[config.mk]
export PLATFORM = sky130hd
export DESIGN_NAME = ex_operand_stage_flat
export DESIGN_NICKNAME = d
export VERILOG_FILES = /design/src/rtl/ex_operand_if.sv /design/src/rtl/ex_operand_stage.sv /design/src/flat_wrapper.sv
export SDC_FILE = /design/constraint.sdc
export NUM_CORES = 1
export LEC_CHECK = 0
export ABC_AREA = 1
export BUFFER_PORTS_ARGS = -buffer_cell sky130_fd_sc_hd__clkbuf_2
export CAP_MARGIN = 40
export CORE_AREA = 5 5 130 132
export DETAILED_ROUTE_END_ITERATION = 8
export DIE_AREA = 0 0 135 137
export PLACE_DENSITY = 0.76
export SYNTH_ARGS = -nofsm -noshare
export SYNTH_HDL_FRONTEND = slang
export SYNTH_SLANG_ARGS = --single-unit
[constraint.sdc]
create_clock -name clk -period 1.8 [get_ports clk]
set_input_delay 0.45 -clock clk [delete_from_list [all_inputs] [get_ports clk]]
set_output_delay 0.45 -clock clk [all_outputs]
set_load 0.005 [all_outputs]
[src/rtl/ex_operand_if.sv]
// ID/EX operand-stage bus: decoded ID fields, MEM/WB forwarding sources,
// the EX-side operands and controls, and the IF/ID stall outputs.
interface ex_operand_if #(
    parameter int XLEN   = 32,
    parameter int REG_AW = 5
);
    logic              id_valid;
    logic [REG_AW-1:0] id_rs;
    logic [REG_AW-1:0] id_rt;
    logic [REG_AW-1:0] id_rd;
    logic [XLEN-1:0]   id_rd1;
    logic [XLEN-1:0]   id_rd2;
    logic [XLEN-1:0]   id_imm;
    logic [2:0]        id_alu_control;
    logic              id_alu_src;
    logic              id_reg_dst;
    logic              id_reg_write;
    logic              id_mem_to_reg;
    logic              id_mem_write;

    logic              mem_reg_write;
    logic [REG_AW-1:0] mem_write_reg;
    logic [XLEN-1:0]   mem_alu_result;
    logic              wb_reg_write;
    logic [REG_AW-1:0] wb_write_reg;
    logic [XLEN-1:0]   wb_result;
    logic              flush_e;

    logic              stall_f;
    logic              stall_d;
    logic [XLEN-1:0]   src_a;
    logic [XLEN-1:0]   src_b;
    logic [2:0]        alu_control;
    logic [XLEN-1:0]   ex_write_data;
    logic [REG_AW-1:0] ex_write_reg;
    logic              ex_valid;
    logic              ex_reg_write;
    logic              ex_mem_to_reg;
    logic              ex_mem_write;

    modport master (
        output id_valid, id_rs, id_rt, id_rd, id_rd1, id_rd2, id_imm,
               id_alu_control, id_alu_src, id_reg_dst, id_reg_write,
               id_mem_to_reg, id_mem_write,
               mem_reg_write, mem_write_reg, mem_alu_result,
               wb_reg_write, wb_write_reg, wb_result, flush_e,
        input  stall_f, stall_d, src_a, src_b, alu_control, ex_write_data,
               ex_write_reg, ex_valid, ex_reg_write, ex_mem_to_reg, ex_mem_write
    );

    modport slave (
        input  id_valid, id_rs, id_rt, id_rd, id_rd1, id_rd2, id_imm,
               id_alu_control, id_alu_src, id_reg_dst, id_reg_write,
               id_mem_to_reg, id_mem_write,
               mem_reg_write, mem_write_reg, mem_alu_result,
               wb_reg_write, wb_write_reg, wb_result, flush_e,
        output stall_f, stall_d, src_a, src_b, alu_control, ex_write_data,
               ex_write_reg, ex_valid, ex_reg_write, ex_mem_to_reg, ex_mem_write
    );
endinterface

[src/rtl/ex_operand_stage.sv]
// ID/EX pipeline register with MEM/WB operand forwarding and load-use stall
// detection feeding the execute-stage ALU.
module ex_operand_stage #(
    parameter int XLEN   = 32,
    parameter int REG_AW = 5
) (
    input logic         clk,
    input logic         reset,
    ex_operand_if.slave bus
);
    logic              valid_p1;
    logic              reg_write_p1;
    logic              mem_to_reg_p1;
    logic              mem_write_p1;
    logic              alu_src_p1;
    logic [2:0]        alu_control_p1;
    logic [REG_AW-1:0] rs_p1;
    logic [REG_AW-1:0] rt_p1;
    logic [REG_AW-1:0] write_reg_p1;
    logic [XLEN-1:0]   rd1_p1;
    logic [XLEN-1:0]   rd2_p1;
    logic [XLEN-1:0]   imm_p1;

    logic              load_use;
    logic              bubble;
    logic [XLEN-1:0]   fwd_a;
    logic [XLEN-1:0]   fwd_b;

    // Newest producer wins; $0 is hardwired so it is never forwarded.
    function automatic logic [XLEN-1:0] forward(
        input logic [REG_AW-1:0] idx,
        input logic [XLEN-1:0]   reg_val,
        input logic              mem_we,
        input logic [REG_AW-1:0] mem_idx,
        input logic [XLEN-1:0]   mem_val,
        input logic              wb_we,
        input logic [REG_AW-1:0] wb_idx,
        input logic [XLEN-1:0]   wb_val
    );
        if (mem_we && (mem_idx != '0) && (mem_idx == idx)) return mem_val;
        if (wb_we && (wb_idx != '0) && (wb_idx == idx)) return wb_val;
        return reg_val;
    endfunction

    always_comb begin
        load_use = valid_p1 && mem_to_reg_p1 && (write_reg_p1 != '0) && bus.id_valid &&
                   ((bus.id_rs == write_reg_p1) || (bus.id_rt == write_reg_p1));
        bubble   = reset || bus.flush_e || load_use;
    end

    // ID -> EX boundary
    always_ff @(posedge clk) begin
        if (bubble) begin
            valid_p1       <= 1'b0;
            reg_write_p1   <= 1'b0;
            mem_to_reg_p1  <= 1'b0;
            mem_write_p1   <= 1'b0;
            alu_src_p1     <= 1'b0;
            alu_control_p1 <= 3'b000;
            rs_p1          <= '0;
            rt_p1          <= '0;
            write_reg_p1   <= '0;
            rd1_p1         <= '0;
            rd2_p1         <= '0;
            imm_p1         <= '0;
        end else begin
            valid_p1       <= bus.id_valid;
            reg_write_p1   <= bus.id_reg_write && bus.id_valid;
            mem_to_reg_p1  <= bus.id_mem_to_reg && bus.id_valid;
            mem_write_p1   <= bus.id_mem_write && bus.id_valid;
            alu_src_p1     <= bus.id_alu_src;
            alu_control_p1 <= bus.id_alu_control;
            rs_p1          <= bus.id_rs;
            rt_p1          <= bus.id_rt;
            write_reg_p1   <= bus.id_reg_dst ? bus.id_rd : bus.id_rt;
            rd1_p1         <= bus.id_rd1;
            rd2_p1         <= bus.id_rd2;
            imm_p1         <= bus.id_imm;
        end
    end

    // EX operand selection
    always_comb begin
        fwd_a = forward(rs_p1, rd1_p1, bus.mem_reg_write, bus.mem_write_reg,
                        bus.mem_alu_result, bus.wb_reg_write, bus.wb_write_reg, bus.wb_result);
        fwd_b = forward(rt_p1, rd2_p1, bus.mem_reg_write, bus.mem_write_reg,
                        bus.mem_alu_result, bus.wb_reg_write, bus.wb_write_reg, bus.wb_result);
    end

    assign bus.src_a         = fwd_a;
    assign bus.src_b         = alu_src_p1 ? imm_p1 : fwd_b;
    assign bus.ex_write_data = fwd_b;
    assign bus.stall_f       = load_use;
    assign bus.stall_d       = load_use;
    assign bus.alu_control   = alu_control_p1;
    assign bus.ex_write_reg  = write_reg_p1;
    assign bus.ex_valid      = valid_p1;
    assign bus.ex_reg_write  = reg_write_p1;
    assign bus.ex_mem_to_reg = mem_to_reg_p1;
    assign bus.ex_mem_write  = mem_write_p1;
endmodule

[src/flat_wrapper.sv]
// flat-port wrapper written by rule: the top's interface ports become plain ports
module ex_operand_stage_flat 
#(
    parameter int XLEN   = 32,
    parameter int REG_AW = 5
)
  (clk, reset, bus_id_valid, bus_id_rs, bus_id_rt, bus_id_rd, bus_id_rd1, bus_id_rd2, bus_id_imm, bus_id_alu_control, bus_id_alu_src, bus_id_reg_dst, bus_id_reg_write, bus_id_mem_to_reg, bus_id_mem_write, bus_mem_reg_write, bus_mem_write_reg, bus_mem_alu_result, bus_wb_reg_write, bus_wb_write_reg, bus_wb_result, bus_flush_e, bus_stall_f, bus_stall_d, bus_src_a, bus_src_b, bus_alu_control, bus_ex_write_data, bus_ex_write_reg, bus_ex_valid, bus_ex_reg_write, bus_ex_mem_to_reg, bus_ex_mem_write);
  ex_operand_if #(.XLEN(XLEN), .REG_AW(REG_AW)) bus_i ();
  input logic clk;
  input logic reset;
  input wire logic [$bits(bus_i.id_valid)-1:0] bus_id_valid;
  input wire logic [$bits(bus_i.id_rs)-1:0] bus_id_rs;
  input wire logic [$bits(bus_i.id_rt)-1:0] bus_id_rt;
  input wire logic [$bits(bus_i.id_rd)-1:0] bus_id_rd;
  input wire logic [$bits(bus_i.id_rd1)-1:0] bus_id_rd1;
  input wire logic [$bits(bus_i.id_rd2)-1:0] bus_id_rd2;
  input wire logic [$bits(bus_i.id_imm)-1:0] bus_id_imm;
  input wire logic [$bits(bus_i.id_alu_control)-1:0] bus_id_alu_control;
  input wire logic [$bits(bus_i.id_alu_src)-1:0] bus_id_alu_src;
  input wire logic [$bits(bus_i.id_reg_dst)-1:0] bus_id_reg_dst;
  input wire logic [$bits(bus_i.id_reg_write)-1:0] bus_id_reg_write;
  input wire logic [$bits(bus_i.id_mem_to_reg)-1:0] bus_id_mem_to_reg;
  input wire logic [$bits(bus_i.id_mem_write)-1:0] bus_id_mem_write;
  input wire logic [$bits(bus_i.mem_reg_write)-1:0] bus_mem_reg_write;
  input wire logic [$bits(bus_i.mem_write_reg)-1:0] bus_mem_write_reg;
  input wire logic [$bits(bus_i.mem_alu_result)-1:0] bus_mem_alu_result;
  input wire logic [$bits(bus_i.wb_reg_write)-1:0] bus_wb_reg_write;
  input wire logic [$bits(bus_i.wb_write_reg)-1:0] bus_wb_write_reg;
  input wire logic [$bits(bus_i.wb_result)-1:0] bus_wb_result;
  input wire logic [$bits(bus_i.flush_e)-1:0] bus_flush_e;
  output wire logic [$bits(bus_i.stall_f)-1:0] bus_stall_f;
  output wire logic [$bits(bus_i.stall_d)-1:0] bus_stall_d;
  output wire logic [$bits(bus_i.src_a)-1:0] bus_src_a;
  output wire logic [$bits(bus_i.src_b)-1:0] bus_src_b;
  output wire logic [$bits(bus_i.alu_control)-1:0] bus_alu_control;
  output wire logic [$bits(bus_i.ex_write_data)-1:0] bus_ex_write_data;
  output wire logic [$bits(bus_i.ex_write_reg)-1:0] bus_ex_write_reg;
  output wire logic [$bits(bus_i.ex_valid)-1:0] bus_ex_valid;
  output wire logic [$bits(bus_i.ex_reg_write)-1:0] bus_ex_reg_write;
  output wire logic [$bits(bus_i.ex_mem_to_reg)-1:0] bus_ex_mem_to_reg;
  output wire logic [$bits(bus_i.ex_mem_write)-1:0] bus_ex_mem_write;
  assign bus_i.id_valid = bus_id_valid;
  assign bus_i.id_rs = bus_id_rs;
  assign bus_i.id_rt = bus_id_rt;
  assign bus_i.id_rd = bus_id_rd;
  assign bus_i.id_rd1 = bus_id_rd1;
  assign bus_i.id_rd2 = bus_id_rd2;
  assign bus_i.id_imm = bus_id_imm;
  assign bus_i.id_alu_control = bus_id_alu_control;
  assign bus_i.id_alu_src = bus_id_alu_src;
  assign bus_i.id_reg_dst = bus_id_reg_dst;
  assign bus_i.id_reg_write = bus_id_reg_write;
  assign bus_i.id_mem_to_reg = bus_id_mem_to_reg;
  assign bus_i.id_mem_write = bus_id_mem_write;
  assign bus_i.mem_reg_write = bus_mem_reg_write;
  assign bus_i.mem_write_reg = bus_mem_write_reg;
  assign bus_i.mem_alu_result = bus_mem_alu_result;
  assign bus_i.wb_reg_write = bus_wb_reg_write;
  assign bus_i.wb_write_reg = bus_wb_write_reg;
  assign bus_i.wb_result = bus_wb_result;
  assign bus_i.flush_e = bus_flush_e;
  assign bus_stall_f = bus_i.stall_f;
  assign bus_stall_d = bus_i.stall_d;
  assign bus_src_a = bus_i.src_a;
  assign bus_src_b = bus_i.src_b;
  assign bus_alu_control = bus_i.alu_control;
  assign bus_ex_write_data = bus_i.ex_write_data;
  assign bus_ex_write_reg = bus_i.ex_write_reg;
  assign bus_ex_valid = bus_i.ex_valid;
  assign bus_ex_reg_write = bus_i.ex_reg_write;
  assign bus_ex_mem_to_reg = bus_i.ex_mem_to_reg;
  assign bus_ex_mem_write = bus_i.ex_mem_write;
  ex_operand_stage #(.XLEN(XLEN), .REG_AW(REG_AW)) u_core (.clk(clk), .reset(reset), .bus(bus_i));
endmodule
==> key figures, run 1 <==
Finish
  • Final std cells w/o fill: 1556
  • Leading cell type in the layout, fill and taps excluded: clkbuf_2
  • Multi-input logic area: 3473 um2
  • Diodes inserted: 0
  • # nets final: 1527
  • Reg area: 2405 um2
  • Fin area: 10110 um2
  • Most frequent cells in the layout: 283 x clkbuf_2, 215 x inv_1, 133 x nor2_1
  • Top flop regs: u_core.imm_p1: 32 flops, u_core.rd1_p1: 32 flops, u_core.rd2_p1: 32 flops
  • Layout fillers: 1331
  • Share of layout cells above drive strength 1: 41.27%
  • Synth-to-layout area growth: 58.30%

Placed design
  • GP Congestion: 0.8581
  • Post-Place Worst Slack: -0.5170 ns
  • Placed Cells incl. Taps: 1504
  • Buffers on Ports: 308
  • Placed Instance Area: 8378 um2
  • Dpl hpwl: 17390 um

Drt
  • Total number of vias: 7586
  • Routed Wire Length: 25860 um
  • Antenna viol nets, final: 0
  • Met3 wire length: 2255 um
  • DRC: 0
  • Via-to-Cell Ratio: 4.875
  • Metal2 WL: 12690 um
  • WL met1: 9919 um
  • Initial DRC count: 454
  • WL per Instance: 16.62 um
  • Pre-antenna DRT Iters: 7
  • Max layer used: met4

Floorplan
  • Chip Height: 137 um
  • Die Wd: 135 um
  • Die footprint: 18500 um2
  • IO Pins: 309
  • Starting Density: 40.95%
  • FP Rows: 46
  • Core area: 15600 um2

Global route
  • Congestion Overflow GR: 0
  • Largest net degree at the start of global routing: 42
  • Initial antenna violation count: 0
  • GR Util All Layers: 25.49%
  • Vias in the first global route: 7424
  • First-pass GRT wire length: 36740 um

Clock network
  • H-tree levels: 4
  • Clock-pin slew on the worst setup and hold paths: 0.06 ns
  • Num Clock Sinks: 119
  • Clock latency on the worst-skew pair: 0.41 ns
  • Hold_buf cts: 0
  • CTS Buf Count: 17
  • TritonCTS clock tree: built
  • Max clock buf depth: 2
  • Root Driver: clkbuf_16

Timing
  • F_max: 0.4016 GHz
  • Final period utilization: 138.3%
  • Final setup fails: 98
  • Slew @ Worst Pin: 0.3330 ns
  • RSZ-0062 raised after global routing: yes
  • Max-slew violation count: 0
  • Setup slack after layout: -0.6901 ns
  • Crit path time final: 2.490 ns
  • Fin. Hold Viols: 0
  • Clk_skew: 0.004919 ns
  • Slew margin rel.: 77.80%

Critical path
  • Critical path startpoint category: register
  • Worst endpoint required time: 1.35 ns
  • End of the worst register-to-register path: u_core.rd1_p1[23]
  • Reg2reg path depth: 8
  • CP max FO: 6
  • CP endpoint kind: output pin
  • Arrival time worst endpoint: 2.04 ns
  • Reg2reg setup slack: 0.28 ns
  • Crit Path Category: reg -> out
  • FF-to-FF Start: u_core.bus.ex_write_reg[0]

Synth
  • Synth cell types: 28
  • Post-Syn Instances: 993
  • Sequential fraction of the synthesis area: 37.30%
  • Yosys reg bits: 119
  • Netlist Area Pre-Place: 6387 um2
  • YS warnings: 0
  • Post-Syn Nets: 1192
  • Avg Cell Area, Syn: 6.432 um2

Power
  • Clock share of power: 43.4%
  • Pwr dens: 739.1 nW/um2
  • Combinational power share: 19.3%
  • Internal power: 5.478 mW
  • Total power draw: 7.473 mW
  • Switching part of the total power: 26.70%
  • Leak: 5.845 nW
  • VDD IR max: 0.0006489 V
  • Sequential share of power: 37.3%
  • Switching power: 1.996 mW

Hold path
  • HP Class: in -> reg
  • Worst min-delay path startpoint: bus_id_imm[17]
  • Hold path depth: 3
  • WHS Endpoint: u_core.imm_p1[17]

Run status
  • Failing checks: setup timing
  • Run status: complete, but fails checks

Run
  • Max-cap violations: 0
==> timing repair <==
action                     4_1_cts  5_1_grt
resized for setup               93      121
setup endpoints to repair       98       98
cloned                           4       11
setup buffers                    2        6
pin swaps                        6       28
==> cell families after synthesis <==
| group | after synthesis | synth area share (%) |
|---|---|---|
| AO/OA/AOI/OAI | 44 | 3.506 |
| flip-flops | 119 | 37.30 |
| AND/OR/NAND/NOR | 530 | 37.88 |
| buffers and inverters | 279 | 18.43 |
| XOR/XNOR | 21 | 2.879 |
==> worst max-delay path by stage <==
stage | startpoint | slack [ns] | cells after the start | end
global placement | bus_mem_write_reg[3] | -0.49 | 9 | bus_src_b[0]
CTS | u_core.rt_p1[0] | -0.64 | 12 | bus_src_b[0]
detailed placement | bus_mem_write_reg[3] | -0.52 | 8 | bus_ex_write_data[0]
finish | u_core.rs_p1[0] | -0.69 | 9 | bus_src_a[15]
floorplan | bus_mem_write_reg[3] | -0.002 | 7 | bus_ex_write_data[10]
global route | u_core.rs_p1[0] | -0.75 | 9 | bus_src_a[15]
==> critical path: stages, from the launching register on <==
cell	delay (ns)
dfxtp_2	0.37
xnor2_2	0.12
nand2_1	0.12
nor3_4	0.23
nand2_4	0.18
buf_12	0.19
nand2_4	0.05
nand3_2	0.06
o21ai_1	0.14
buf_2	0.16
==> Yosys cell counts, drive strengths merged <==
cell type,instances,share of area [%]
inv,220,13
nand3,167,13
nand2,156,9.3
nor2,137,8.2
dfxtp,119,37
buf,48,4.9
o21ai,36,2.9
and2,32,3.1
nand4,32,3.1
xor2,11,1.5
clkbuf,10,0.59
xnor2,10,1.4
a21oi,8,0.63
nor3,5,0.72
clkinv,1,0.059
nand3b,1,0.12
==> power groups by stage <==
stage	Clock [mW]	Sequential, mW	Combinational (mW)
2_1_floorplan	0	2.83	0.573
3_5_place_dp	0	2.84	1.18
3_3_place_gp	0	2.83	1.17
4_1_cts	3.29	2.79	1.28
6_report	3.24	2.79	1.44
5_1_grt	3.41	2.79	1.58
==> through the flow <==
stage                     hold WS [ns]  setup TNS [ns]  utilization [%]
after floorplan                 0.5622        -0.06017                -
after global placement          0.6469          -38.33            53.71
after detailed placement        0.6517          -41.17            53.71
after CTS                       0.2088          -56.83            60.51
after global routing            0.2179          -66.20            64.82
final                           0.2281          -57.13            64.82
==> cell type report <==
| class | instances | area share, % |
|---|---|---|
| clock buffer | 23 | 4.925 |
| clock inverter | 8 | 0.7054 |
| inverter | 221 | 8.204 |
| multi-input combinational | 596 | 34.35 |
| sequential | 119 | 23.78 |
| tap | 216 | 2.673 |
| timing repair buffer | 373 | 25.36 |
==> metal layers <==
| layer | global-route usage, % | vias up |
|---|---|---|
| met2 | 43.22 | 414 |
| met3 | 6.985 | 76 |
| li1 | - | 3683 |
| met4 | 13.05 | 0 |
| met5 | 0 | - |
| met1 | 29.55 | 3413 |
Note: power is estimated with default switching activity, not from simulation.
==> run 2: changes to the inputs <==
--- a/config.mk
+++ b/config.mk
@@ -8,9 +8,9 @@
 export ABC_AREA = 1
 export BUFFER_PORTS_ARGS = -buffer_cell sky130_fd_sc_hd__clkbuf_2
 export CAP_MARGIN = 40
-export CORE_AREA = 5 5 130 132
+export CORE_AREA = 5 5 117 146
 export DETAILED_ROUTE_END_ITERATION = 8
-export DIE_AREA = 0 0 135 137
+export DIE_AREA = 0 0 122 151
 export PLACE_DENSITY = 0.76
 export SYNTH_ARGS = -nofsm -noshare
 export SYNTH_HDL_FRONTEND = slang
==> constraint.sdc (replaced) <==
create_clock -name clk -period 1.8 [get_ports clk]
set_input_delay 0.45 -clock clk [delete_from_list [all_inputs] [get_ports clk]]
set_output_delay 0.45 -clock clk [all_outputs]
set_load 0.05 [all_outputs]
==> key figures, run 2 (same netlist as run 1, synthesis figures left out) <==
Run status
  • Run status: complete, but fails checks (unchanged)
  • Failing checks: setup timing (unchanged)

Finish
  • # nets final: 1528 (was 1527)
  • Leading cell type in the layout, fill and taps excluded: inv_1 (was clkbuf_2)
  • Reg area: 2412 um2 (was 2405 um2)
  • Multi-input logic area: 4731 um2 (was 3473 um2)
  • Most frequent cells in the layout: 212 x inv_1, 210 x clkbuf_2, 132 x nor2_1 (was 283 x clkbuf_2, 215 x inv_1, 133 x nor2_1)
  • Top flop regs: u_core.imm_p1: 32 flops, u_core.rd1_p1: 32 flops, u_core.rd2_p1: 32 flops (unchanged)
  • Layout fillers: 798 (was 1331)
  • Utilization after layout: 83.28% (was 64.82%)
  • Fin area: 12910 um2 (was 10110 um2)
  • Synth-to-layout area growth: 102.2% (was 58.30%)
  • Share of layout cells above drive strength 1: 53.09% (was 41.27%)

Timing
  • F_max: 0.3842 GHz (was 0.4016 GHz)
  • Max-slew violation count: 0 (unchanged)
  • Crit path time final: 2.603 ns (was 2.490 ns)
  • Slew @ Worst Pin: 0.3211 ns (was 0.3330 ns)
  • Clk_skew: 0.009768 ns (was 0.004919 ns)
  • Final setup fails: 98 (unchanged)
  • Final period utilization: 144.6% (was 138.3%)
  • RSZ-0062 raised after global routing: yes (unchanged)
  • WHS: 0.2138 ns (was 0.2281 ns)
  • Setup slack after layout: -0.8025 ns (was -0.6901 ns)
  • Fin. Hold Viols: 0 (unchanged)
  • Sum of negative setup slack: -69.72 ns (was -57.13 ns)
  • Slew margin rel.: 78.59% (was 77.80%)

Run
  • Max-cap violations: 0 (unchanged)

Drt
  • Routed Wire Length: 34830 um (was 25860 um)
  • Total number of vias: 8578 (was 7586)
  • Via-to-Cell Ratio: 5.509 (was 4.875)
  • Initial DRC count: 940 (was 454)
  • DRC: 0 (unchanged)
  • Antenna viol nets, final: 0 (unchanged)
  • WL per Instance: 22.37 um (was 16.62 um)
  • Pre-antenna DRT Iters: 6 (was 7)

Floorplan
  • Die footprint: 18420 um2 (was 18500 um2)
  • Chip Height: 151 um (was 137 um)
  • FP Rows: 51 (was 46)
  • Core area: 15510 um2 (was 15600 um2)
  • IO Pins: 309 (unchanged)
  • Starting Density: 41.19% (was 40.95%)
  • Die Wd: 122 um (was 135 um)

Critical path
  • Worst endpoint required time: 1.35 ns (about the same)
  • CP max FO: 6 (unchanged)
  • Crit Path Category: reg -> out (unchanged)
  • Arrival time worst endpoint: 2.15 ns (was 2.04 ns)
  • End of the worst register-to-register path: u_core.rd2_p1[14] (was u_core.rd1_p1[23])
  • Reg2reg path depth: 9 (was 8)
  • CP endpoint kind: output pin (unchanged)
  • Reg2reg setup slack: 0.16 ns (was 0.28 ns)
  • FF-to-FF Start: u_core.bus.ex_write_reg[2] (was u_core.bus.ex_write_reg[0])
  • Critical path startpoint category: register (unchanged)

Global route
  • Vias in the first global route: 8907 (was 7424)
  • Initial antenna violation count: 3 (was 0)
  • GR Util All Layers: 32.95% (was 25.49%)
  • Congestion Overflow GR: 0 (unchanged)
  • First-pass GRT wire length: 46350 um (was 36740 um)
  • Largest net degree at the start of global routing: 41 (was 42)

Clock network
  • Clock latency on the worst-skew pair: 0.42 ns (was 0.41 ns)
  • H-tree levels: 4 (unchanged)
  • Max clock buf depth: 2 (unchanged)
  • CTS Buf Count: 17 (unchanged)
  • Num Clock Sinks: 119 (unchanged)
  • Root Driver: clkbuf_16 (unchanged)
  • TritonCTS clock tree: built (unchanged)
  • Clock-pin slew on the worst setup and hold paths: 0.06 ns (about the same)

Hold path
  • WHS Endpoint: u_core.imm_p1[25] (was u_core.imm_p1[17])
  • Worst min-delay path startpoint: bus_id_imm[25] (was bus_id_imm[17])
  • Hold path depth: 3 (unchanged)
  • HP Class: in -> reg (unchanged)

Power
  • Total power draw: 9.512 mW (was 7.473 mW)
  • Pwr dens: 736.6 nW/um2 (was 739.1 nW/um2)
  • Leak: 6.497 nW (was 5.845 nW)
  • VDD IR max: 0.0005638 V (was 0.0006489 V)

Placed design
  • Dpl hpwl: 18380 um (was 17390 um)
  • Buffers on Ports: 308 (unchanged)
  • GP Congestion: 0.8471 (was 0.8581)
  • Placed Instance Area: 9382 um2 (was 8378 um2)
-- run 2: worst max-delay path by stage --
stage	from	to	slack (ns)	cells past startpoint
global placement	bus_wb_write_reg[3]	bus_src_a[19]	-0.74	10
detailed placement	bus_wb_write_reg[3]	bus_src_a[19]	-0.76	10
floorplan	bus_mem_write_reg[3]	bus_src_a[10]	-0.22	5
CTS	u_core.rt_p1[1]	bus_ex_write_data[29]	-0.75	10
finish	u_core.rt_p1[1]	bus_ex_write_data[24]	-0.80	10
global route	u_core.rt_p1[1]	bus_ex_write_data[16]	-0.86	8
-- run 2: metal layers --
metal	routed length [um]	vias to the layer above	GRT usage [%]
met1	10960	3899	33.34
met5	0	-	0
met2	17100	680	59.10
met3	3223	291	8.218
li1	-	3708	-
met4	3553	0	22.59
-- run 2: worst max-delay path, stage by stage, from the launching register on --
cell and delay (ns):
dfxtp_2 0.36, nand2_1 0.08, nand2_1 0.08, nand2_2 0.07
nor2_4 0.14, nand3_4 0.23, buf_12 0.22, nand2_2 0.08
nand3_4 0.11, and2_4 0.18, clkbuf_16 0.17
-- run 2: layout make-up --
cell class	instances	share of cell area, %
Timing Repair Buffer	372	30.69
Clock inverter	7	1.463
Clock buffer	24	3.885
Inverter	221	6.511
Antenna cell	4	0.07751
Sequential cell	119	18.68
Tap cell	212	2.054
Multi-Input combinational cell	598	36.63
-- run 2: repair_timing --
action | CTS | global route
cloned | 7 | 11
setup endpoints to repair | 98 | 98
hold buffers | 0 | 0
buffers inserted | 6 | 4
gates resized for setup | 374 | 110
pin swaps | 24 | 23
-- run 2: stage by stage --
| step | cells | worst slack [ns] |
|---|---|---|
| 2_1_floorplan | 993 | -0.2236 |
| 3_3_place_gp | 1494 | -0.7393 |
| 3_5_place_dp | 1494 | -0.7628 |
| 4_1_cts | 1538 | -0.7460 |
| 5_1_grt | 1556 | -0.8648 |
| 6_report | 1557 | -0.8025 |
-- run 2: report_power, final --
part | leakage [nW] | total, mW | internal (mW) | switching [mW]
registers | 0.984 | 2.80 | 2.74 | 0.0577
logic | 5.18 | 2.68 | 1.12 | 1.56
clock network | 0.337 | 4.04 | 2.78 | 1.26
total | 6.50 | 9.51 | 6.63 | 2.88
==> run 3: changes to the inputs <==
--- a/config.mk
+++ b/config.mk
@@ -7,11 +7,12 @@
 export LEC_CHECK = 0
 export ABC_AREA = 1
 export BUFFER_PORTS_ARGS = -buffer_cell sky130_fd_sc_hd__clkbuf_2
-export CAP_MARGIN = 40
+export CAP_MARGIN = 5
 export CORE_AREA = 5 5 117 146
 export DETAILED_ROUTE_END_ITERATION = 8
 export DIE_AREA = 0 0 122 151
 export PLACE_DENSITY = 0.76
+export RECOVER_POWER = 100
 export SYNTH_ARGS = -nofsm -noshare
 export SYNTH_HDL_FRONTEND = slang
 export SYNTH_SLANG_ARGS = --single-unit
==> key figures, run 3 (same netlist as run 1, synthesis figures left out) <==
Timing
  • Max-slew violation count: 0 (unchanged)
  • RSZ-0062 raised after global routing: yes (unchanged)
  • Slew margin rel.: 59.62% (was 78.59%)
  • Slew @ Worst Pin: 0.6082 ns (was 0.3211 ns)
  • Setup slack after layout: -0.8016 ns (was -0.8025 ns)
  • Crit path time final: 2.602 ns (was 2.603 ns)
  • Clk_skew: 0.01036 ns (was 0.009768 ns)
  • Final setup fails: 99 (was 98)
  • Sum of negative setup slack: -69.76 ns (was -69.72 ns)
  • Final period utilization: 144.5% (was 144.6%)
  • Fin. Hold Viols: 0 (unchanged)
  • F_max: 0.3844 GHz (was 0.3842 GHz)

Power
  • Internal power: 6.631 mW (was 6.632 mW)
  • Sequential share of power: 29.5% (was 29.4%)
  • Switching power: 2.868 mW (was 2.880 mW)
  • Clock share of power: 42.4% (was 42.5%)
  • Switching part of the total power: 30.19% (was 30.27%)
  • Pwr dens: 738.1 nW/um2 (was 736.6 nW/um2)
  • Combinational power share: 28.1% (about the same)
  • Leak: 6.470 nW (was 6.497 nW)
  • VDD IR max: 0.0005620 V (was 0.0005638 V)

Critical path
  • Buf/Inv on CP: 2 (unchanged)
  • Cell family with most CP delay: simple AND/OR/NAND/NOR gates (unchanged)
  • Crit path launch: u_core.rt_p1[1] (unchanged)
  • Arrival time worst endpoint: 2.15 ns (about the same)
  • Critical path startpoint category: register (unchanged)
  • CP endpoint kind: output pin (unchanged)
  • Slowest cell delay on critical path: 0.36 ns (about the same)
  • CP max stage cell: dfxtp_2 (unchanged)
  • FF-to-FF Start: u_core.bus.ex_write_reg[1] (was u_core.bus.ex_write_reg[2])
  • Cell Chain, Critical Path: nand2_1, nand2_1, nand2_2, nor2_4, nand3_4, buf_12, nand2_2, nand3_4, and2_4, clkbuf_16 (unchanged)
  • Reg2reg setup slack: -0.03 ns (was 0.16 ns)
  • End of the worst register-to-register path: u_core.rd1_p1[23] (was u_core.rd2_p1[14])
  • Worst endpoint required time: 1.35 ns (about the same)
  • Crit Path Category: reg -> out (unchanged)
  • CP max FO: 6 (unchanged)
  • Reg2reg path depth: 9 (unchanged)

Global route
  • Initial antenna violation count: 3 (unchanged)
  • First-pass GRT wire length: 46350 um (unchanged)
  • GR Util All Layers: 32.95% (unchanged)
  • Vias in the first global route: 8907 (unchanged)
  • Largest net degree at the start of global routing: 41 (unchanged)
  • Congestion Overflow GR: 0 (unchanged)

Drt
  • Pre-antenna DRT Iters: 6 (unchanged)
  • Initial DRC count: 949 (was 940)
  • Antenna viol nets, final: 0 (unchanged)
  • WL per Instance: 22.42 um (was 22.37 um)
  • Via-to-Cell Ratio: 5.513 (was 5.509)
  • Total number of vias: 8583 (was 8578)
  • DRC: 0 (unchanged)
  • Routed Wire Length: 34910 um (was 34830 um)

Hold path
  • Hold path depth: 3 (unchanged)
  • Worst min-delay path startpoint: bus_id_imm[25] (unchanged)
  • HP Class: in -> reg (unchanged)
  • WHS Endpoint: u_core.imm_p1[25] (unchanged)

Run status
  • Failing checks: setup timing (unchanged)
  • Run status: complete, but fails checks (unchanged)

Clock network
  • TritonCTS clock tree: built (unchanged)
  • Max clock buf depth: 2 (unchanged)
  • CTS Buf Count: 17 (unchanged)
  • Clock latency on the worst-skew pair: 0.42 ns (about the same)
  • Num Clock Sinks: 119 (unchanged)
  • Clock-pin slew on the worst setup and hold paths: 0.06 ns (about the same)
  • Root Driver: clkbuf_16 (unchanged)
  • H-tree levels: 4 (unchanged)
  • Hold_buf cts: 0 (unchanged)

Finish
  • Utilization after layout: 83.00% (was 83.28%)
  • Most frequent cells in the layout: 212 x inv_1, 205 x clkbuf_2, 132 x nor2_1 (was 212 x inv_1, 210 x clkbuf_2, 132 x nor2_1)
  • Leading cell type in the layout, fill and taps excluded: inv_1 (unchanged)
  • # nets final: 1528 (unchanged)
  • Synth-to-layout area growth: 101.5% (was 102.2%)
  • Top flop regs: u_core.imm_p1: 32 flops, u_core.rd1_p1: 32 flops, u_core.rd2_p1: 32 flops (unchanged)
  • Share of layout cells above drive strength 1: 52.27% (was 53.09%)

Floorplan
  • FP Rows: 51 (unchanged)
  • Chip Height: 151 um (unchanged)
  • Core area: 15510 um2 (unchanged)
  • IO Pins: 309 (unchanged)
  • Die Wd: 122 um (unchanged)
  • Starting Density: 41.19% (unchanged)
  • Die footprint: 18420 um2 (unchanged)

Placed design
  • GP Congestion: 0.8471 (unchanged)
  • Dpl hpwl: 18380 um (unchanged)
  • Buffers on Ports: 308 (unchanged)
  • Post-Place Worst Slack: -0.7628 ns (unchanged)

Run
  • Max-cap violations: 0 (unchanged)
[run 3: cell count changes in the layout (fill, tap and decap cells not counted)]
cell	change
a21oi_1	+1
a21oi_2	-1
buf_12	-2
buf_6	+1
buf_8	+1
clkbuf_1	+5
clkbuf_2	-5
dfxtp_1	+4
dfxtp_4	-4
nand3_1	+1
nand3_2	-1
[run 3: routing by layer]
metal	up-vias	track usage (%)	share of wire [%]	wire (um)
li1	3707	-	-	-
met2	672	59.10	49	17170
met3	294	8.218	9.1	3177
met1	3910	33.34	32	11030
met5	-	0	0	0
met4	0	22.59	10	3535
[run 3: worst register-to-register path, stage by stage (launching register included)]
cell and delay (ns):
dfxtp_1 0.43, nand2_1 0.08, a21oi_1 0.20, nand3_1 0.10
nand2_1 0.08, nand3_1 0.13, buf_4 0.18, nand2_4 0.09
buf_6 0.26, nor2_1 0.15
[run 3: stage by stage]
| stage | instance area (um2) | total power, mW | cells | hold WS (ns) |
|---|---|---|---|---|
| after floorplan | 7478 | 4.122 | 993 | 0.5622 |
| after global placement | 9382 | 4.720 | 1494 | 0.6479 |
| after detailed placement | 9382 | 4.740 | 1494 | 0.6500 |
| after CTS | 12200 | 9.242 | 1538 | 0.2033 |
| after global routing | 12870 | 9.741 | 1556 | 0.2224 |
| final | 12870 | 9.499 | 1557 | 0.2172 |
[run 3: cell type report]
class / instances / area, um2
antenna: 4 / 10.01
clock buffer: 24 / 501.7
clock inverter: 7 / 188.9
fill: 809 / 2636
inverter: 221 / 840.8
multi-input combinational: 598 / 4722
sequential: 119 / 2397
tap: 212 / 265.3
timing repair buffer: 372 / 3944
[run 3: what timing repair did]
item                       4_1_cts  5_1_grt
setup endpoints to repair       98       98
setup buffers                    6        4
cloned                           7       11
pin swaps                       24       23
gates resized for setup        374      110
[run 3: worst max path at each step]
stage | cells after the start | slack, ns | endpoint
after detailed placement | 10 | -0.76 | bus_src_a[19]
final | 10 | -0.80 | bus_ex_write_data[24]
after global routing | 8 | -0.86 | bus_ex_write_data[16]
after floorplan | 5 | -0.22 | bus_src_a[10]
after CTS | 10 | -0.75 | bus_ex_write_data[29]
after global placement | 10 | -0.74 | bus_src_a[19]
[run 3: power by group through the flow]
stage	Combinational [mW]	Sequential, mW	Clock, mW
after floorplan	1.26	2.86	0
after CTS	2.41	2.79	4.04
final	2.67	2.80	4.03
after detailed placement	1.90	2.84	0
after global routing	2.77	2.81	4.16
after global placement	1.89	2.83	0
